===== config.mk =====
export PLATFORM = sky130hd
export DESIGN_NAME = quad_decoder
export DESIGN_NICKNAME = d
export VERILOG_FILES = /design/src/rtl/quad_decoder.sv
export SDC_FILE = /design/constraint.sdc
export NUM_CORES = 1
export LEC_CHECK = 0
export ABC_CLOCK_PERIOD_IN_PS = 2900
export CAP_MARGIN = 10
export CELL_PAD_IN_SITES_DETAIL_PLACEMENT = 1
export CELL_PAD_IN_SITES_GLOBAL_PLACEMENT = 2
export CORE_UTILIZATION = 25
export CTS_BUF_LIST = sky130_fd_sc_hd__clkbuf_16
export DETAILED_ROUTE_END_ITERATION = 8
export GPL_TIMING_DRIVEN = 0
export PLACE_DENSITY_LB_ADDON = 0.05
export SLEW_MARGIN = 20
export SYNTH_ARGS = -nofsm -noshare
export SYNTH_HDL_FRONTEND = slang
export SYNTH_SLANG_ARGS = --single-unit

===== constraint.sdc =====
create_clock -name clk -period 2.9 [get_ports clk]
set_input_delay 0.58 -clock clk [delete_from_list [all_inputs] [get_ports clk]]
set_output_delay 0.58 -clock clk [all_outputs]
set_load 0.02 [all_outputs]

===== src/rtl/quad_decoder.sv =====
// Quadrature encoder decoder: per-channel 2-flop synchronizers, debounce
// filters, Gray-step decoding with a signed detent accumulator, and
// registered one-cycle plus/minus/err pulses.
module quad_decoder #(
  parameter int DEBOUNCE = 4,
  parameter int STEPS    = 4
) (
  input  logic clk,
  input  logic rst_n,
  input  logic a,
  input  logic b,
  output logic plus,
  output logic minus,
  output logic dir,
  output logic err
);

  localparam int CW = $clog2(DEBOUNCE + 1);
  localparam logic [CW-1:0] DB_LAST = CW'(DEBOUNCE - 1);
  localparam logic [CW-1:0] CNT_ZERO = CW'(0);
  localparam logic [CW-1:0] CNT_ONE = CW'(1);
  localparam logic signed [3:0] ACC_MAX = 4'(STEPS - 1);
  localparam logic signed [3:0] ACC_MIN = -ACC_MAX;
  localparam logic signed [3:0] ACC_ZERO = 4'sd0;
  localparam logic signed [3:0] ACC_ONE = 4'sd1;
  // Edges after reset release during which filters may still be catching up
  // with the physical encoder position; the decoder only tracks the state.
  localparam logic [8:0] SETTLE_LAST = 9'(DEBOUNCE + 2);

  localparam logic [1:0] STEP_NONE = 2'd0;
  localparam logic [1:0] STEP_FWD  = 2'd1;
  localparam logic [1:0] STEP_BWD  = 2'd2;
  localparam logic [1:0] STEP_ILL  = 2'd3;

  logic a_meta_r, a_sync_r, b_meta_r, b_sync_r;
  logic fa_r, fb_r;
  logic [CW-1:0] cnt_a_r, cnt_b_r;
  logic [CW:0] filt_a_s, filt_b_s;
  logic pa_r, pb_r;
  logic armed_r;
  logic [8:0] settle_cnt_r;
  logic signed [3:0] acc_r, acc_s;
  logic plus_r, minus_r, dir_r, err_r;
  logic plus_s, minus_s, dir_s, err_s;
  logic [1:0] step_s;

  // Debounce update: returns {new_level, new_count}.
  function automatic logic [CW:0] filter_next(input logic sync_v,
                                              input logic level_v,
                                              input logic [CW-1:0] cnt_v);
    logic [CW:0] res;
    if (sync_v == level_v) begin
      res = {level_v, CNT_ZERO};
    end else if (cnt_v == DB_LAST) begin
      res = {sync_v, CNT_ZERO};
    end else begin
      res = {level_v, cnt_v + CNT_ONE};
    end
    return res;
  endfunction

  assign filt_a_s = filter_next(a_sync_r, fa_r, cnt_a_r);
  assign filt_b_s = filter_next(b_sync_r, fb_r, cnt_b_r);

  // Two-flop synchronizers for the asynchronous encoder channels.
  always_ff @(posedge clk or negedge rst_n) begin
    if (!rst_n) begin
      a_meta_r <= 1'b0;
      a_sync_r <= 1'b0;
      b_meta_r <= 1'b0;
      b_sync_r <= 1'b0;
    end else begin
      a_meta_r <= a;
      a_sync_r <= a_meta_r;
      b_meta_r <= b;
      b_sync_r <= b_meta_r;
    end
  end

  // Debounce filters: level follows sync only after DEBOUNCE stable samples.
  always_ff @(posedge clk or negedge rst_n) begin
    if (!rst_n) begin
      fa_r    <= 1'b0;
      cnt_a_r <= CNT_ZERO;
      fb_r    <= 1'b0;
      cnt_b_r <= CNT_ZERO;
    end else begin
      fa_r    <= filt_a_s[CW];
      cnt_a_r <= filt_a_s[CW-1:0];
      fb_r    <= filt_b_s[CW];
      cnt_b_r <= filt_b_s[CW-1:0];
    end
  end

  // Post-reset settling window so a non-00 power-up position is absorbed.
  always_ff @(posedge clk or negedge rst_n) begin
    if (!rst_n) begin
      armed_r      <= 1'b0;
      settle_cnt_r <= 9'd0;
    end else if (!armed_r) begin
      if (settle_cnt_r == SETTLE_LAST) begin
        armed_r <= 1'b1;
      end else begin
        settle_cnt_r <= settle_cnt_r + 9'd1;
      end
    end else begin
      armed_r <= 1'b1;
    end
  end

  // Classify the transition from the previous to the current filtered state.
  always_comb begin
    step_s = STEP_NONE;
    case ({pa_r, pb_r, fa_r, fb_r})
      4'b0001, 4'b0111, 4'b1110, 4'b1000: step_s = STEP_FWD;
      4'b0010, 4'b1011, 4'b1101, 4'b0100: step_s = STEP_BWD;
      4'b0011, 4'b0110, 4'b1001, 4'b1100: step_s = STEP_ILL;
      default:                            step_s = STEP_NONE;
    endcase
  end

  // Accumulator, direction and pulse next-state.
  always_comb begin
    acc_s   = acc_r;
    dir_s   = dir_r;
    plus_s  = 1'b0;
    minus_s = 1'b0;
    err_s   = 1'b0;
    if (!armed_r) begin
      acc_s = ACC_ZERO;
    end else begin
      case (step_s)
        STEP_FWD: begin
          dir_s = 1'b1;
          if (acc_r == ACC_MAX) begin
            acc_s  = ACC_ZERO;
            plus_s = 1'b1;
          end else begin
            acc_s = acc_r + ACC_ONE;
          end
        end
        STEP_BWD: begin
          dir_s = 1'b0;
          if (acc_r == ACC_MIN) begin
            acc_s   = ACC_ZERO;
            minus_s = 1'b1;
          end else begin
            acc_s = acc_r - ACC_ONE;
          end
        end
        STEP_ILL: begin
          acc_s = ACC_ZERO;
          err_s = 1'b1;
        end
        default: begin
          acc_s = acc_r;
        end
      endcase
    end
  end

  // Decoder state: previous position always reloads so errors resynchronize.
  always_ff @(posedge clk or negedge rst_n) begin
    if (!rst_n) begin
      pa_r    <= 1'b0;
      pb_r    <= 1'b0;
      acc_r   <= ACC_ZERO;
      plus_r  <= 1'b0;
      minus_r <= 1'b0;
      dir_r   <= 1'b0;
      err_r   <= 1'b0;
    end else begin
      pa_r    <= fa_r;
      pb_r    <= fb_r;
      acc_r   <= acc_s;
      plus_r  <= plus_s;
      minus_r <= minus_s;
      dir_r   <= dir_s;
      err_r   <= err_s;
    end
  end

  assign plus  = plus_r;
  assign minus = minus_r;
  assign dir   = dir_r;
  assign err   = err_r;

endmodule


==> summary.md, run 1 <==
| Metric | Value |
|---|---|
| Status | `finished, final reports clean` |
| Clk sinks | `32` |
| DR pass1 iterations | `4` |
| Largest net degree at the start of global routing | `24` |
| Area Overhead vs Synth | `22.6%` |
| Worst setup slack after layout | `between 0.4 and 0.5 ns` |
| First DRT Iteration DRCs | `27` |
| Maximum fanout along the worst path | `10` |
| Avg Inst Size Synth | `11.8 sq um` |
| Most common cell after layout, fill and taps aside | `dfrtp_1` |
| YS warnings | `0` |
| Peak Freq | `412 MHz` |
| Final instance area | `roughly 1900 sq um` |
| Clock slew at reported path FFs | `0.05 ns` |
| DRC Markers | `0` |
| Max Slew Vio Count | `0` |
| # diodes | `0` |
| Net count, final | `approximately 160` |
| Antenna violations before repair | `0` |
| Grt total ovfl | `0` |
| Yosys cell types | `40` |
| RSZ-0062 raised after global routing | `no` |
| Clk buf depth | `2` |
| Final Power | `2.10 mW` |
| Core area | `roughly 6000 sq um` |
| Clock root cell | `clkbuf_16` |
| Placed cell count | `about 220` |
| DR vias/cell | `4.70` |
| CP required | `about 3.1 ns` |
| Area post-placement | `1750 sq um` |
| Post-DP HPWL | `between 2 and 2.5 mm` |
| DIE HEIGHT | `81.1 um` |
| Port-buffer cells | `7` |
| Post-Layout Cell Count | `around 220` |
| Worst skew pair latency | `between 0.2 and 0.3 ns` |
| Inserted Clock Buffers | `5` |
| Fin Setup TNS | `0 ns` |
| Most frequent cells in the layout | `dfrtp_1 (32), xnor2_1 (10), ha_1 (10)` |
| Synthesized area | `around 1600 sq um` |
| # IOs | `8` |
| Resized Gates After CTS | `0` |
| Gr usage total | `11.9%` |
| Post-CTS Setup Repair Bufs | `0` |
| HP Class | `in -> async` |
| Final number of setup-violating endpoints | `0` |
| Reg2Reg Launch Point | `fa_r` |
| Routed wire per std cell | `14.2 um` |
| Setup crit end kind | `flop` |
| Synth Register Bits | `32` |
| Final Cycle Share | `between 80% and 90%` |
| Vias in the first global route | `approximately 1200` |
| Post-CTS Hold Fix Bufs | `0` |
| Initial Utilization | `26.1%` |
| Antenna Nets Post-Route | `0` |
| WHS | `about 0.18 ns` |
| Mapped Cells | `132` |
| Critical Path Source | `fa_r` |
| Fin crit period | `approximately 2.4 ns` |
| Worst slack, placed | `about 0.51 ns` |
| CTS tree | `done` |
| Register area | `approximately 800 sq um` |
| CTS H-tree lvls | `2` |
| Routability Congestion | `just over 0.7` |
| Syn nets | `about 150` |
| MaxCap Viol Count | `0` |
| Critical path type | `reg -> reg` |
| Final WL | `roughly 3.2 mm` |
| Worst setup SP type | `flop` |
| Cell Pwr Density | `approximately 1100 nW/um^2` |
| Sequential area share after synthesis | `between 50% and 60%` |
| Vias | `around 1000` |
| Std cell rows | `28` |
| Final Hold Vio Count | `0` |
| Share of layout cells above drive strength 1 | `between 10% and 20%` |
| Multi-input gate area | `approximately 700 sq um` |
| Clk_skew | `around 0.0034 ns` |
| Fin util | `32.0%` |
| Final-layout fill cell count | `649` |
| Leak Pwr | `between 0.8 and 0.9 nW` |
| Worst-margin pin slew | `between 0.4 and 0.5 ns` |
| Die area | `about 6600 sq um` |
| WP data arrival | `roughly 2.6 ns` |
| Worst vdd ir | `359 uV` |
| First-pass GRT wire length | `between 5 and 6 mm` |
| Relative slew slack | `around two thirds` |
| Die W | `~81 um` |
worst max-delay path: stages (launching register included):
cell and delay, ns:
dfrtp_1 0.38, buf_6 0.14, mux2_4 0.29, mux2_4 0.30, ha_1 0.25, buf_4 0.19, nor4b_1 0.31, a31oi_1 0.10
a221oi_2 0.25, a221o_1 0.14
flip-flops by register name (all words and copies together) (netlist names):
register	flops
b_sync_r	1
fb_r	1
err	1
b_meta_r	1
pb_r	1
minus	1
cnt_a_r	3
armed_r	1
settle_cnt_r	9
acc_r	4
fa_r	1
cnt_b_r	3
a_sync_r	1
pa_r	1
dir	1
a_meta_r	1
plus	1
cell type report:
class / count / area share, %
Clock buffer: 5 / 6.52
Buffer: 4 / 1.37
Inverter: 10 / 2.22
Clock inverter: 3 / 2.22
Timing Repair Buffer: 8 / 4.83
Tap cell: 75 / 4.89
Sequential cell: 32 / 41.7
Multi-Input combinational cell: 86 / 36.2
cell families after synthesis:
group	Yosys count	synth area share (%)
DFF	32	51.2
AOI/OAI and AO/OA	18	8.96
adders and majority gates	10	8.00
buffers and inverters	14	4.40
and+or+nand+nor	41	16.5
xor gates and xnor gates	10	5.60
muxes	7	5.36
Yosys cell counts (all sizes together):
cell type | number | share of area, %
dfrtp | 32 | 51
ha | 10 | 8.0
xnor2 | 10 | 5.6
inv | 9 | 2.2
nand2 | 8 | 1.9
nor2 | 6 | 1.4
mux2 | 5 | 4.1
nand4 | 5 | 2.0
nor3b | 5 | 2.4
a21oi | 3 | 0.96
and3b | 3 | 1.7
o21ai | 3 | 0.96
a2111oi | 2 | 1.1
a31oi | 2 | 0.80
and2 | 2 | 0.80
and3 | 2 | 0.80
buf | 2 | 1.2
clkbuf | 2 | 0.48
mux2i | 2 | 1.3
nand2b | 2 | 0.80
nor4b | 2 | 1.1
a221o | 1 | 0.64
a221oi | 1 | 0.96
a41o | 1 | 0.64
and4b | 1 | 0.64
clkinv | 1 | 0.56
nor3 | 1 | 0.64
nor4 | 1 | 0.40
nor4bb | 1 | 0.64
o2111a | 1 | 0.72
o211ai | 1 | 0.48
o311a | 1 | 0.64
o31ai | 1 | 0.48
o41ai | 1 | 0.56
or3b | 1 | 0.56
or4b | 1 | 0.64
worst paths after layout:
check,depth (start not counted),endpoint,slack [ns]
max in group asynchronous,2,settle_cnt_r[3],2.31
setup / recovery,9,acc_r[2],0.47
setup reg to reg,9,acc_r[2],0.47
hold reg to reg,0,b_sync_r,0.35
hold / removal,1,plus,0.18
min in group clk,0,b_sync_r,0.35
power breakdown:
group / internal (mW) / switching, mW
logic: 0.407 / 0.462
clock network: 0.403 / 0.195
registers: 0.551 / 0.0869
metal layers:
layer	wire [um]	track usage (%)	part of all wire [%]	up-vias
met1	1380	13.8	44	531
met4	71	6.79	2.2	0
li1	-	-	-	496
met5	0	0	0	-
met2	1630	20.1	51	14
met3	85	2.70	2.7	7
(Power assumes the default switching activity.)
==> inputs of run 2 (changes only) <==
Settings changed: ABC_CLOCK_PERIOD_IN_PS 2900 to 2100.
Clock period 2.9 ns to 2.1 ns, I/O delays scaled along.
==> summary.md, run 2 (synthesis results as in run 1) <==
| Metric | Value |
|---|---|
| Status | `complete, but fails checks (was finished, final reports clean)` |
| Failing checks | `setup timing` |
| R2R cell count | `9 (unchanged)` |
| Final-layout fill cell count | `658 (was 649)` |
| Share of layout cells above drive strength 1 | `25.9% (was 13.5%)` |
| Net count, final | `176 (was 161)` |
| Register area | `801 sq um (unchanged)` |
| Post-CTS Hold Fix Bufs | `0 (unchanged)` |
| Cell Pwr Density | `1670 nW/um^2 (was 1100 nW/um^2)` |
| Core area | `5990 sq um (unchanged)` |
| Most common cell after layout, fill and taps aside | `dfrtp_1 (unchanged)` |
| Leak Pwr | `0.927 nW (was 0.845 nW)` |
| CP required | `2.31 ns (was 3.11 ns)` |
| Clock root cell | `clkbuf_16 (unchanged)` |
| Worst-margin pin slew | `0.505 ns (was 0.458 ns)` |
| Grt total ovfl | `0 (unchanged)` |
| Critical R2R Capture | `acc_r[2] (unchanged)` |
| Vias | `1118 (was 1048)` |
| Largest net degree at the start of global routing | `22 (was 24)` |
| Flop-to-flop setup slack | `-0.14 ns (was 0.47 ns)` |
| Maximum fanout along the worst path | `5 (was 10)` |
| Final Cycle Share | `107% (was 83.7%)` |
| RSZ-0062 raised after global routing | `yes (was no)` |
| Vias in the first global route | `1261 (was 1158)` |
| Fin Setup TNS | `-0.233 ns (was 0 ns)` |
| First-pass GRT wire length | `6.23 mm (was 5.67 mm)` |
| # IOs | `8 (unchanged)` |
| Biggest regs | `settle_cnt_r (9), acc_r (4) (unchanged)` |
| Antenna Nets Post-Route | `0 (unchanged)` |
| First DRT Iteration DRCs | `27 (unchanged)` |
| Top reg by flops | `settle_cnt_r (unchanged)` |
| Clk_skew | `0.00263 ns (was 0.00335 ns)` |
| Final number of setup-violating endpoints | `2 (was 0)` |
| Post-DP HPWL | `2.34 mm (was 2.31 mm)` |
| Most frequent cells in the layout | `dfrtp_1 (32), buf_4 (14), xnor2_1 (10) (was dfrtp_1 (32), xnor2_1 (10), ha_1 (10))` |
| CTS tree | `done (unchanged)` |
| Relative slew slack | `66.4% (was 68.6%)` |
| Routed wire per std cell | `14.8 um (was 14.2 um)` |
| Setup crit end kind | `flop (unchanged)` |
| Antenna violations before repair | `0 (unchanged)` |
| Worst setup SP type | `flop (unchanged)` |
| Final Hold Vio Count | `0 (unchanged)` |
| Gr usage total | `12.9% (was 11.9%)` |
| Routability Congestion | `0.741 (was 0.712)` |
| Clock slew at reported path FFs | `0.05 ns (about the same)` |
| Fin util | `35.1% (was 32.0%)` |
| Std cell rows | `28 (unchanged)` |
| Clk buf depth | `2 (unchanged)` |
| Initial Utilization | `26.1% (unchanged)` |
| # diodes | `0 (unchanged)` |
| DR pass1 iterations | `3 (was 4)` |
| HP Class | `in -> async (unchanged)` |
| Port-buffer cells | `7 (unchanged)` |
| Critical path type | `reg -> reg (unchanged)` |
| Fin crit period | `2.24 ns (was 2.43 ns)` |
| Area Overhead vs Synth | `34.3% (was 22.6%)` |
| Multi-input gate area | `772 sq um (was 694 sq um)` |
| Worst slack, placed | `-0.349 ns (was 0.509 ns)` |
| CTS H-tree lvls | `2 (unchanged)` |
| MaxCap Viol Count | `0 (unchanged)` |
| DIE HEIGHT | `81.1 um (unchanged)` |
| Inserted Clock Buffers | `5 (unchanged)` |
| Final Power | `3.51 mW (was 2.10 mW)` |
| Largest register FFs | `9 (unchanged)` |
| DRC Markers | `0 (unchanged)` |
| Max Slew Vio Count | `0 (unchanged)` |
| WP data arrival | `2.45 ns (was 2.64 ns)` |
| Worst vdd ir | `600 uV (was 359 uV)` |
| DR vias/cell | `4.72 (was 4.70)` |
| Final WL | `3.51 mm (was 3.16 mm)` |
| Die W | `81.1 um (unchanged)` |
| Clk sinks | `32 (unchanged)` |
| Peak Freq | `447 MHz (was 412 MHz)` |
| Worst skew pair latency | `0.27 ns (about the same)` |
| Worst setup slack after layout | `-0.139 ns (was 0.473 ns)` |
| Die area | `6580 sq um (unchanged)` |
| Reg2Reg Launch Point | `fa_r (unchanged)` |
-- run 2: worst max-delay path by stage --
| stage | slack (ns) | start | cells after the start | to |
|---|---|---|---|---|
| 4_1_cts | -0.10 | fa_r | 9 | acc_r[3] |
| 2_1_floorplan | -0.02 | fa_r | 9 | acc_r[2] |
| 3_3_place_gp | -0.30 | fa_r | 10 | acc_r[3] |
| 3_5_place_dp | -0.35 | fa_r | 10 | acc_r[3] |
| 6_report | -0.14 | fa_r | 9 | acc_r[2] |
| 5_1_grt | -0.21 | fa_r | 9 | acc_r[2] |
-- run 2: cell type report --
type | instances | area share, %
Buffer | 4 | 1.61
Inverter | 10 | 2.03
Timing Repair Buffer | 23 | 10.7
Clock buffer | 5 | 5.96
Clock inverter | 2 | 0.357
Tap cell | 75 | 4.47
Multi-Input combinational cell | 86 | 36.7
Sequential cell | 32 | 38.1
-- run 2: through the flow --
step | cells | hold slack (ns) | cell area (sq um)
2_1_floorplan | 132 | 0.124 | 1590
3_3_place_gp | 214 | 0.341 | 1750
3_5_place_dp | 215 | 0.336 | 1770
4_1_cts | 229 | 0.0556 | 2040
5_1_grt | 237 | 0.0646 | 2100
6_report | 237 | 0.0416 | 2100
-- run 2: metal layers --
metal / track usage, % / wire length [um] / vias to the layer above
li1: - / - / 528
met3: 4.16 / 149 / 7
met2: 20.9 / 1830 / 15
met1: 15.2 / 1460 / 568
met5: 0 / 0 / -
met4: 6.43 / 64 / 0
-- run 2: critical path: stages, from the launching register on --
cell and delay (ns):
dfrtp_1 0.38, buf_6 0.13, mux2_4 0.28, mux2_4 0.30, ha_4 0.19, buf_8 0.13, nor4b_4 0.26, a31oi_2 0.07
a221oi_2 0.26, a221o_1 0.16
-- run 2: repair_timing --
| item | 4_1_cts | 5_1_grt |
|---|---|---|
| setup buffers | 6 | 8 |
| pin swaps | 3 | 2 |
| gates resized for setup | 12 | 4 |
| endpoints found under the setup margin | 3 | 4 |
| gates cloned | 1 | 0 |
-- run 2: power by group --
part	switching [mW]	total [mW]	internal, mW
combinational	0.869	1.95	1.08
clock	0.246	0.669	0.423
sequential	0.128	0.890	0.762
total	1.24	3.51	2.27
==> inputs of run 3 (changes only) <==
Settings changed: CORE_UTILIZATION 25 to 36.
==> summary.md, run 3 (synthesis results as in run 1) <==
| Metric | Value |
|---|---|
| Peak Freq | `461 MHz (was 447 MHz)` |
| Fin Setup TNS | `-0.129 ns (was -0.233 ns)` |
| WP data arrival | `2.38 ns (was 2.45 ns)` |
| Largest stage delay, worst path | `0.38 ns (about the same)` |
| Setup crit end kind | `flop (unchanged)` |
| Clk buf depth | `2 (unchanged)` |
| # diodes | `0 (unchanged)` |
| Gr usage total | `17.0% (was 12.9%)` |
| Net switching power | `1.21 mW (was 1.24 mW)` |
| Worst vdd ir | `580 uV (was 600 uV)` |
| Worst setup slack after layout | `-0.0697 ns (was -0.139 ns)` |
| Grt peak-use layer | `met2 (unchanged)` |
| HP Class | `in -> async (unchanged)` |
| Most common cell after layout, fill and taps aside | `dfrtp_1 (unchanged)` |
| Initial Utilization | `38.3% (was 26.1%)` |
| Die W | `67.9 um (was 81.1 um)` |
| Largest net degree at the start of global routing | `33 (was 22)` |
| Met1 Resource Use GR | `19.2% (was 15.2%)` |
| Met3 GRT Util | `4.00% (was 4.16%)` |
| Failing checks | `setup timing (unchanged)` |
| CP Cell Sequence | `buf_6 > mux2_4 > mux2_4 > ha_4 > buf_8 > nor4b_4 > a31oi_2 > a221oi_2 > a221o_1 (unchanged)` |
| Final number of setup-violating endpoints | `3 (was 2)` |
| Final-layout fill cell count | `437 (was 658)` |
| Clk pwr share | `22.4% (was 19.0%)` |
| Worst skew pair latency | `0.27 ns (about the same)` |
| Most used cell, CP | `mux2_4 (unchanged)` |
| Routability Congestion | `0.737 (was 0.741)` |
| First DRT Iteration DRCs | `41 (was 27)` |
| CTS tree | `done (unchanged)` |
| Max Slew Vio Count | `0 (unchanged)` |
| Die area | `4610 sq um (was 6580 sq um)` |
| Routed wire per std cell | `15.7 um (was 14.8 um)` |
| Final Cycle Share | `103% (was 107%)` |
| Relative slew slack | `52.8% (was 66.4%)` |
| Maximum fanout along the worst path | `6 (was 5)` |
| First-pass GRT wire length | `5.47 mm (was 6.23 mm)` |
| Largest register FFs | `9 (unchanged)` |
| Fin util | `50.1% (was 35.1%)` |
| Cell Pwr Density | `1740 nW/um^2 (was 1670 nW/um^2)` |
| Area Overhead vs Synth | `30.9% (was 34.3%)` |
| RSZ-0062 raised after global routing | `yes (unchanged)` |
| Gate power share | `52.6% (was 55.6%)` |
| Clk_skew | `0.00354 ns (was 0.00263 ns)` |
| Leak Pwr | `0.913 nW (was 0.927 nW)` |
| Sequential share of power | `25.0% (was 25.3%)` |
| Most frequent cells in the layout | `dfrtp_1 (32), xnor2_1 (10), inv_1 (9) (was dfrtp_1 (32), buf_4 (14), xnor2_1 (10))` |
| Share of layout cells above drive strength 1 | `25.0% (was 25.9%)` |
| Worst-margin pin slew | `0.708 ns (was 0.505 ns)` |
| # IOs | `8 (unchanged)` |
| Critical path type | `reg -> reg (unchanged)` |
| CP required | `2.31 ns (about the same)` |
| Core area | `4090 sq um (was 5990 sq um)` |
| Clock root cell | `clkbuf_16 (unchanged)` |
| Pint | `2.36 mW (was 2.27 mW)` |
| Net Sw Frac | `33.8% (was 35.4%)` |
| Grt met2 use | `28.5% (was 20.9%)` |
| Net count, final | `169 (was 176)` |
| Inserted Clock Buffers | `5 (unchanged)` |
| MaxCap Viol Count | `0 (unchanged)` |
| Vias | `1079 (was 1118)` |
| Biggest regs | `settle_cnt_r (9), acc_r (4) (unchanged)` |
| Port-buffer cells | `7 (unchanged)` |
| DIE HEIGHT | `67.9 um (was 81.1 um)` |
| DRC Markers | `0 (unchanged)` |
| WHS | `0.194 ns (was 0.0416 ns)` |
| Critical path's slowest cell | `dfrtp_1 (unchanged)` |
| Post-DP HPWL | `2.18 mm (was 2.34 mm)` |
| CTS H-tree lvls | `2 (unchanged)` |
| Vias in the first global route | `1154 (was 1261)` |
| Antenna Nets Post-Route | `0 (unchanged)` |
| DR vias/cell | `5.24 (was 4.72)` |
| Clock slew at reported path FFs | `0.05 ns (about the same)` |
| Final WL | `3.24 mm (was 3.51 mm)` |
| Final Hold Vio Count | `0 (unchanged)` |
| Fin crit period | `2.17 ns (was 2.24 ns)` |
| Final Power | `3.57 mW (was 3.51 mW)` |
| Worst setup SP type | `flop (unchanged)` |
| Clk sinks | `32 (unchanged)` |
| Grt total ovfl | `0 (unchanged)` |
| Antenna violations before repair | `0 (unchanged)` |
| Std cell rows | `23 (was 28)` |
| Top reg by flops | `settle_cnt_r (unchanged)` |
| DR pass1 iterations | `4 (was 3)` |
| Status | `complete, but fails checks (unchanged)` |
## run 3: path summary, 6_finish.rpt
path                           from              end  slack, ns  cells after the start
max in group asynchronous     rst_n  settle_cnt_r[1]       1.45                      1
min in group clk           a_meta_r         a_sync_r       0.36                      0
min reg2reg                a_meta_r         a_sync_r       0.36                      0
max                            fa_r         acc_r[2]      -0.07                      9
min                           rst_n       cnt_b_r[2]       0.19                      1
max reg2reg                    fa_r         acc_r[2]      -0.07                      9
## run 3: repair_timing
item	in CTS	in global routing
pin swaps	3	0
setup buffers	8	0
resized for setup	12	5
hold buffers	0	0
cloned	1	0
setup endpoints to repair	3	5
## run 3: power by group through the flow
stage	combinational [mW]	sequential [mW]	clock [mW]
detailed placement	1.27	0.900	0
CTS	1.80	0.893	0.826
floorplan	0.956	0.885	0
finish	1.88	0.891	0.801
global placement	1.23	0.888	0
global route	2.06	0.915	0.851
## run 3: routing by layer
layer,share of wire (%),up-vias
met1,44,538
met5,0,-
met4,3.3,0
met2,51,13
met3,2.2,10
li1,-,518
## run 3: layout make-up
class	instances	area, sq um	area share [%]
plain buffers	4	33.8	1.65
multi-input cells	86	782	38.2
clock inverters	3	38.8	1.89
well taps	50	62.6	3.06
inverters	10	42.5	2.08
flip-flops and latches	32	801	39.1
clock buffers	5	125	6.11
repair buffers	16	161	7.89
## run 3: critical path: cells and delay by family, from the launching register on
kind	cells	cell delay, ns
muxes	2	0.59
DFF	1	0.38
buffers and inverters	2	0.27
and+or+nand+nor	1	0.25
AOI/OAI and AO/OA	3	0.43
adders and majority gates	1	0.19
## run 3: per-stage QoR
stage / worst slack [ns] / area, sq um / std cells
4_1_cts: -0.0738 / 2030 / 206
3_5_place_dp: -0.303 / 1710 / 189
6_report: -0.0697 / 2050 / 206
2_1_floorplan: -0.0159 / 1590 / 132
3_3_place_gp: -0.203 / 1720 / 189
5_1_grt: -0.188 / 2050 / 206
